$ cat src/rtl/dca_step_sched_pkg.sv
// Shared definitions for the GEMM step scheduler: step field positions, loader
// indices and the scheduler state encoding.
package dca_step_sched_pkg;

  localparam int unsigned FieldLoadA   = 0;
  localparam int unsigned FieldLoadB   = 1;
  localparam int unsigned FieldLoadC   = 2;
  localparam int unsigned FieldCompute = 3;
  localparam int unsigned FieldStore   = 4;
  localparam int unsigned FieldLast    = 5;
  localparam int unsigned NumFields    = 6;

  localparam int unsigned LoaderA    = 0;
  localparam int unsigned LoaderB    = 1;
  localparam int unsigned LoaderC    = 2;
  localparam int unsigned NumLoaders = 3;

  typedef enum logic [2:0] {
    StIdle      = 3'd0,
    StWaitLoad  = 3'd1,
    StIssueCmd  = 3'd2,
    StWaitDone  = 3'd3,
    StWaitStore = 3'd4
  } state_e;

  // Loader select mask, indexed by loader number.
  function automatic logic [NumLoaders-1:0] load_sel(input logic [NumFields-1:0] step);
    logic [NumLoaders-1:0] sel;
    sel          = '0;
    sel[LoaderA] = step[FieldLoadA];
    sel[LoaderB] = step[FieldLoadB];
    sel[LoaderC] = step[FieldLoadC];
    return sel;
  endfunction

endpackage

$ cat src/rtl/dca_gemm_step_scheduler_if.sv
// Handshake bundle between the step scheduler (master) and the step FIFO,
// matrix loaders, compute engine and store path (slave).
interface dca_gemm_step_scheduler_if #(
  parameter int unsigned BW_STEP_INST = 8
);
  logic                    step_rready;
  logic                    step_rrequest;
  logic [BW_STEP_INST-1:0] step_rdata;
  logic [2:0]              loadreg_rready;
  logic [2:0]              loadreg_rrequest;
  logic                    cmd_valid;
  logic                    cmd_ready;
  logic                    cmd_done;
  logic                    storereg_wready;
  logic                    storereg_wrequest;

  modport master (
    input  step_rready, step_rdata, loadreg_rready, cmd_ready, cmd_done, storereg_wready,
    output step_rrequest, loadreg_rrequest, cmd_valid, storereg_wrequest
  );

  modport slave (
    output step_rready, step_rdata, loadreg_rready, cmd_ready, cmd_done, storereg_wready,
    input  step_rrequest, loadreg_rrequest, cmd_valid, storereg_wrequest
  );
endinterface

$ cat src/rtl/dca_step_sched_perf_counter.sv
// Completed-step and stall counters for the step scheduler; both wrap freely.
module dca_step_sched_perf_counter #(
  parameter int unsigned BW_PERF_COUNT = 32
) (
  input  logic                     clk,
  input  logic                     rst,
  input  logic                     step_done,
  input  logic                     stall,
  output logic [BW_PERF_COUNT-1:0] step_count,
  output logic [BW_PERF_COUNT-1:0] stall_count
);

  logic [BW_PERF_COUNT-1:0] step_count_q, stall_count_q;

  always_ff @(posedge clk) begin
    if (rst) begin
      step_count_q  <= '0;
      stall_count_q <= '0;
    end else begin
      if (step_done) step_count_q  <= step_count_q + 1'b1;
      if (stall)     stall_count_q <= stall_count_q + 1'b1;
    end
  end

  assign step_count  = step_count_q;
  assign stall_count = stall_count_q;

endmodule

$ cat src/rtl/dca_gemm_step_scheduler.sv
// Sequences one GEMM step at a time: fetch, wait for loads, issue compute, store.
// Define DCA_STEP_SCHED_PERF_COUNTER_EN to build the performance counters.
module dca_gemm_step_scheduler
  import dca_step_sched_pkg::*;
#(
  parameter int unsigned BW_STEP_INST  = 8,
  parameter int unsigned BW_PERF_COUNT = 32
) (
  input  logic                         clk,
  input  logic                         rst,
  input  logic                         clear,
  input  logic                         enable,
  dca_gemm_step_scheduler_if.master    bus,
  output logic                         busy,
  output logic                         done,
  output logic [BW_PERF_COUNT-1:0]     perf_step_count,
  output logic [BW_PERF_COUNT-1:0]     perf_stall_count
);

  state_e                state_q, state_d;
  logic [NumFields-1:0]  step_q, step_d;
  logic [BW_STEP_INST-1:0] step_raw;
  logic [NumLoaders-1:0] sel;
  logic                  load_met;
  logic                  pop, cmd_valid, store_req, step_fin;
  logic [NumLoaders-1:0] load_req;
  logic                  unused_step_bits;

  // Only the low field bits carry meaning; the rest are accepted and dropped.
  assign step_raw         = bus.step_rdata;
  assign unused_step_bits = ^step_raw;

  assign sel      = load_sel(step_q);
  assign load_met = (bus.loadreg_rready & sel) == sel;

  always_ff @(posedge clk) begin
    if (rst) begin
      state_q <= StIdle;
      step_q  <= '0;
    end else begin
      state_q <= state_d;
      step_q  <= step_d;
    end
  end

  always_comb begin
    state_d   = state_q;
    step_d    = step_q;
    pop       = 1'b0;
    load_req  = '0;
    cmd_valid = 1'b0;
    store_req = 1'b0;
    step_fin  = 1'b0;
    if (rst || clear) begin
      state_d = StIdle;
      step_d  = '0;
    end else if (enable) begin
      unique case (state_q)
        StIdle: begin
          if (bus.step_rready) begin
            pop     = 1'b1;
            step_d  = step_raw[NumFields-1:0];
            state_d = StWaitLoad;
          end
        end
        StWaitLoad: begin
          if (load_met) begin
            load_req = sel;
            if (step_q[FieldCompute])    state_d = StIssueCmd;
            else if (step_q[FieldStore]) state_d = StWaitStore;
            else begin
              state_d  = StIdle;
              step_fin = 1'b1;
            end
          end
        end
        StIssueCmd: begin
          cmd_valid = 1'b1;
          if (bus.cmd_ready) state_d = StWaitDone;
        end
        StWaitDone: begin
          if (bus.cmd_done) begin
            if (step_q[FieldStore]) state_d = StWaitStore;
            else begin
              state_d  = StIdle;
              step_fin = 1'b1;
            end
          end
        end
        StWaitStore: begin
          if (bus.storereg_wready) begin
            store_req = 1'b1;
            state_d   = StIdle;
            step_fin  = 1'b1;
          end
        end
        default: state_d = StIdle;
      endcase
    end
  end

  assign bus.step_rrequest     = pop;
  assign bus.loadreg_rrequest  = load_req;
  assign bus.cmd_valid         = cmd_valid;
  assign bus.storereg_wrequest = store_req;
  assign busy                  = (state_q != StIdle) && !rst;
  assign done                  = step_fin && step_q[FieldLast];

`ifdef DCA_STEP_SCHED_PERF_COUNTER_EN
  logic                     stall_evt;
  logic [BW_PERF_COUNT-1:0] step_cnt, stall_cnt;

  assign stall_evt = enable && !clear && !rst &&
                     (((state_q == StWaitLoad) && !load_met) ||
                      ((state_q == StWaitStore) && !bus.storereg_wready));

  dca_step_sched_perf_counter #(
    .BW_PERF_COUNT(BW_PERF_COUNT)
  ) u_perf_counter (
    .clk        (clk),
    .rst        (rst),
    .step_done  (step_fin),
    .stall      (stall_evt),
    .step_count (step_cnt),
    .stall_count(stall_cnt)
  );

  // Outputs read zero while reset is held, even before the counters clear.
  assign perf_step_count  = rst ? '0 : step_cnt;
  assign perf_stall_count = rst ? '0 : stall_cnt;
`else
  assign perf_step_count  = '0;
  assign perf_stall_count = '0;
`endif

endmodule

$ cat src/flat_wrapper.sv
// flat-port wrapper written by rule: the top's interface ports become plain ports
module dca_gemm_step_scheduler_flat import dca_step_sched_pkg::*;
#(
  parameter int unsigned BW_STEP_INST  = 8,
  parameter int unsigned BW_PERF_COUNT = 32
)
  (clk, rst, clear, enable, busy, done, perf_step_count, perf_stall_count, bus_step_rready, bus_step_rdata, bus_loadreg_rready, bus_cmd_ready, bus_cmd_done, bus_storereg_wready, bus_step_rrequest, bus_loadreg_rrequest, bus_cmd_valid, bus_storereg_wrequest);
  dca_gemm_step_scheduler_if #(.BW_STEP_INST(BW_STEP_INST)) bus_i ();
  input  logic clk;
  input  logic rst;
  input  logic clear;
  input  logic enable;
  output logic busy;
  output logic done;
  output logic [BW_PERF_COUNT-1:0] perf_step_count;
  output logic [BW_PERF_COUNT-1:0] perf_stall_count;
  input wire logic [$bits(bus_i.step_rready)-1:0] bus_step_rready;
  input wire logic [$bits(bus_i.step_rdata)-1:0] bus_step_rdata;
  input wire logic [$bits(bus_i.loadreg_rready)-1:0] bus_loadreg_rready;
  input wire logic [$bits(bus_i.cmd_ready)-1:0] bus_cmd_ready;
  input wire logic [$bits(bus_i.cmd_done)-1:0] bus_cmd_done;
  input wire logic [$bits(bus_i.storereg_wready)-1:0] bus_storereg_wready;
  output wire logic [$bits(bus_i.step_rrequest)-1:0] bus_step_rrequest;
  output wire logic [$bits(bus_i.loadreg_rrequest)-1:0] bus_loadreg_rrequest;
  output wire logic [$bits(bus_i.cmd_valid)-1:0] bus_cmd_valid;
  output wire logic [$bits(bus_i.storereg_wrequest)-1:0] bus_storereg_wrequest;
  assign bus_i.step_rready = bus_step_rready;
  assign bus_i.step_rdata = bus_step_rdata;
  assign bus_i.loadreg_rready = bus_loadreg_rready;
  assign bus_i.cmd_ready = bus_cmd_ready;
  assign bus_i.cmd_done = bus_cmd_done;
  assign bus_i.storereg_wready = bus_storereg_wready;
  assign bus_step_rrequest = bus_i.step_rrequest;
  assign bus_loadreg_rrequest = bus_i.loadreg_rrequest;
  assign bus_cmd_valid = bus_i.cmd_valid;
  assign bus_storereg_wrequest = bus_i.storereg_wrequest;
  dca_gemm_step_scheduler #(.BW_STEP_INST(BW_STEP_INST), .BW_PERF_COUNT(BW_PERF_COUNT)) u_core (.clk(clk), .rst(rst), .clear(clear), .enable(enable), .bus(bus_i), .busy(busy), .done(done), .perf_step_count(perf_step_count), .perf_stall_count(perf_stall_count));
endmodule
$ cat config.mk
export PLATFORM = sky130hd
export DESIGN_NAME = dca_gemm_step_scheduler_flat
export DESIGN_NICKNAME = d
export VERILOG_FILES = /design/src/rtl/dca_step_sched_pkg.sv /design/src/rtl/dca_gemm_step_scheduler_if.sv /design/src/rtl/dca_step_sched_perf_counter.sv /design/src/rtl/dca_gemm_step_scheduler.sv /design/src/flat_wrapper.sv
export SDC_FILE = /design/constraint.sdc
export NUM_CORES = 1
export LEC_CHECK = 0
export ABC_AREA = 1
export CAP_MARGIN = 20
export CORE_MARGIN = 1.5
export CORE_UTILIZATION = 35
export DETAILED_ROUTE_END_ITERATION = 10
export HOLD_SLACK_MARGIN = 0.06
export PLACE_DENSITY_LB_ADDON = 0.12
export SLEW_MARGIN = 20
export SYNTH_ARGS = -nofsm -noshare
export SYNTH_HDL_FRONTEND = slang
export SYNTH_SLANG_ARGS = --single-unit
$ cat constraint.sdc
create_clock -name clk -period 2.8 [get_ports clk]
set_input_delay 0.42 -clock clk [delete_from_list [all_inputs] [get_ports clk]]
set_output_delay 0.42 -clock clk [all_outputs]
set_load 0.01 [all_outputs]
==> reports/metrics.yaml <==
hold_start: "u_core.step_q[5]"
synth_top_cell_area_share_pct: 43.6
post_cts_resized: 0
synthMuxAreaShare_pct: 0
skew_ns: 0.00945
power_per_cell_area_nw_per_um2: 302
r2r_start: "u_core.state_q[0]"
fin_area_um2: 1170
start_kind: "input pin"
reg2reg_depth: 7
gr-usage-met1_pct: 12.6
max-vdd-ir-drop_uv: 138
die_w_um: 59.1
top_usage_layer: "met2"
rrSetupSlack_ns: 1.48
finalNetCount: 210
met2_usage_pct: 17.1
met3_usage_pct: 1.53
postCtsSetupBuffers: 0
dieArea_um2: 3500
clk_pin_slew_ns: 0.07
yosys_warnings: 0
endpoint_kind: "output pin"
core-area_um2: 3030
cts_tree: "done"
diodes: 0
synth-compound-area-share_pct: 8.63
post-route-util_pct: 38.8
drv_slew: 0
insertion_delay_ns: 0.26
synthTopCellsByArea: "buf_4, dfxtp_1, inv_1"
worstPathRequired_ns: 2.38
fin_crit_sh_pct: 87.3
netlist_area_um2: 1100
synth_top_family_by_area: "buffers and inverters"
crit_chain: "clkdlybuf4s50_1 > nor2_4 > nand2_1 > inv_1 > nand2_1 > nor3_1 > clkdlybuf4s50_1"
fillers: 346
htreeDepth: 1
drt_iter0_drc: 14
start_util_pct: 36.4
gp_congestion: 0.822
seq_area_frac_synth_pct: 16.3
ys_ff_latch: 9
die_h_um: 59.1
drt_wl_total_mm: 1.71
route.detailed.drc: 0
grt_overflow_total: 0
place_hpwl_mm: 1.51
slowest_delay_ns: 0.56
cp-endpoint: "bus_loadreg_rrequest[0]"
setup_violations: 0
max-cap-violations: 0
dr.pass1.iters: 4
rsz0062_at_grt: "false"
synth_xor_area_share_pct: 0
via_count: 843
hp-class: "flop to flop"
routed_via_density: 3.60
row_count: 20
clock-sinks: 9
netlist_instances: 163
clockBufferDepth: 2
grt_max_degree: 13
dpl_cell_area_um2: 1150
io_pins: 91
grt_util_all_layers_pct: 10.0
period_needed_ns: 2.45
grt_pass1_vias: 700
synth-simple-area-share_pct: 22.6
path_class: "input pin to output pin"
worst_ep_arrival_time_ns: 2.03
root_buffer: "clkbuf_4"
critPathLaunch: "clear"
hold_viol: 0
outcome: "finished clean"
synthAdderAreaFrac_pct: 0
synth_top_cell_by_area: "buf_4"
cts_buffers: 3
setup_tns_ns: 0
crit_path_top_delay_cell: "clkdlybuf4s50_1"
ctsHoldBuffers: 0
portBuffers: 24
drive_above_1_share_pct: 7.89
worst_r2r_endpoint: "u_core.step_q[3]"
critPathMaxFanout: 3
post_synth_num_cell_types: 22
p_leak_nw: 0.565
syn_to_final_growth_pct: 6.47
avgSynthCellArea_um2: 6.76
grt_pass1_wl_mm: 2.72
clock.fmax_ghz: 0.409
wl_per_cell_um: 7.32
antenna_found_initial: 0
ant_nets: 0
[sequential cells by signal, summed over array words and instances (netlist names)]
| signal | cells |
|---|---|
| u_core.state_q | 3 |
| u_core.step_q | 6 |
[how the worst min path moves through the flow]
stage | to | slack [ns] | cells past startpoint
after global routing | u_core.step_q[5] | 0.47 | 2
after CTS | u_core.step_q[5] | 0.45 | 2
after floorplan | u_core.step_q[5] | 0.42 | 2
after detailed placement | u_core.step_q[5] | 0.44 | 2
after global placement | u_core.step_q[5] | 0.44 | 2
final | u_core.step_q[5] | 0.45 | 2
[synthesized netlist by cell type, drive strengths merged]
library cell,n
nor2,18
o211ai,1
buf,66
nand4,1
nand3b,3
conb,1
dfxtp,9
o21ai,7
nand3,8
nor3,5
a21oi,9
inv,19
nand2,16
[placed cells by master, fill, tap and decap left out, types with 4 or more instances in the layout]
master,synthesis,routed
a21oi_1,8,8
clkdlybuf4s50_1,0,24
conb_1,1,64
dfxtp_1,9,9
inv_1,17,17
nand2_1,16,16
nand3_1,7,7
nor2_1,15,15
nor3_1,4,4
o21ai_0,4,4
[stage by stage]
stage	setup slack (ns)	power, W	hold WS, ns	instances
floorplan	1.29	0.000287	0.423	226
global placement	0.349	0.000256	0.440	230
detailed placement	0.353	0.000256	0.439	230
CTS	0.351	0.000358	0.450	234
global route	0.210	0.000386	0.469	234
finish	0.354	0.000354	0.447	234
[kinds of logic (layout without fill, tap and decap cells)]
logic type	count (synthesis)	after routing
flip-flops	9	9
AND/OR/NAND/NOR	51	51
buffers and inverters	85	49
AO/OA/AOI/OAI	17	17
other	1	64
[cell type report]
cell class                      count  area [um^2]  share of cell area, %
Clock inverter                      1         5.00                  0.426
Inverter                           19         71.3                   6.08
Clock buffer                        3         22.5                   1.92
Timing Repair Buffer               26          255                   21.7
Multi-Input combinational cell    132          584                   49.8
Sequential cell                     9          180                   15.4
Tap cell                           44         55.1                   4.69
[worst max-delay path, delay by kind of cell]
| family | cells | cell delay (ns) |
|---|---|---|
| simple gates | 4 | 0.49 |
| buf+inv | 3 | 1.12 |
[where the power goes]
part	internal, W	switching (W)	leakage, nW
logic	0.0000397	0.0000756	0.474
clock network	0.0000527	0.0000478	0.0177
registers	0.000133	0.00000544	0.0732
[routing by layer]
layer  vias up  routed length, um
met2        51                797
met4         0                 19
met5         -                  0
li1        434                  -
met3         3                127
met1       355                768
Note: power is estimated with default switching activity, not from simulation.
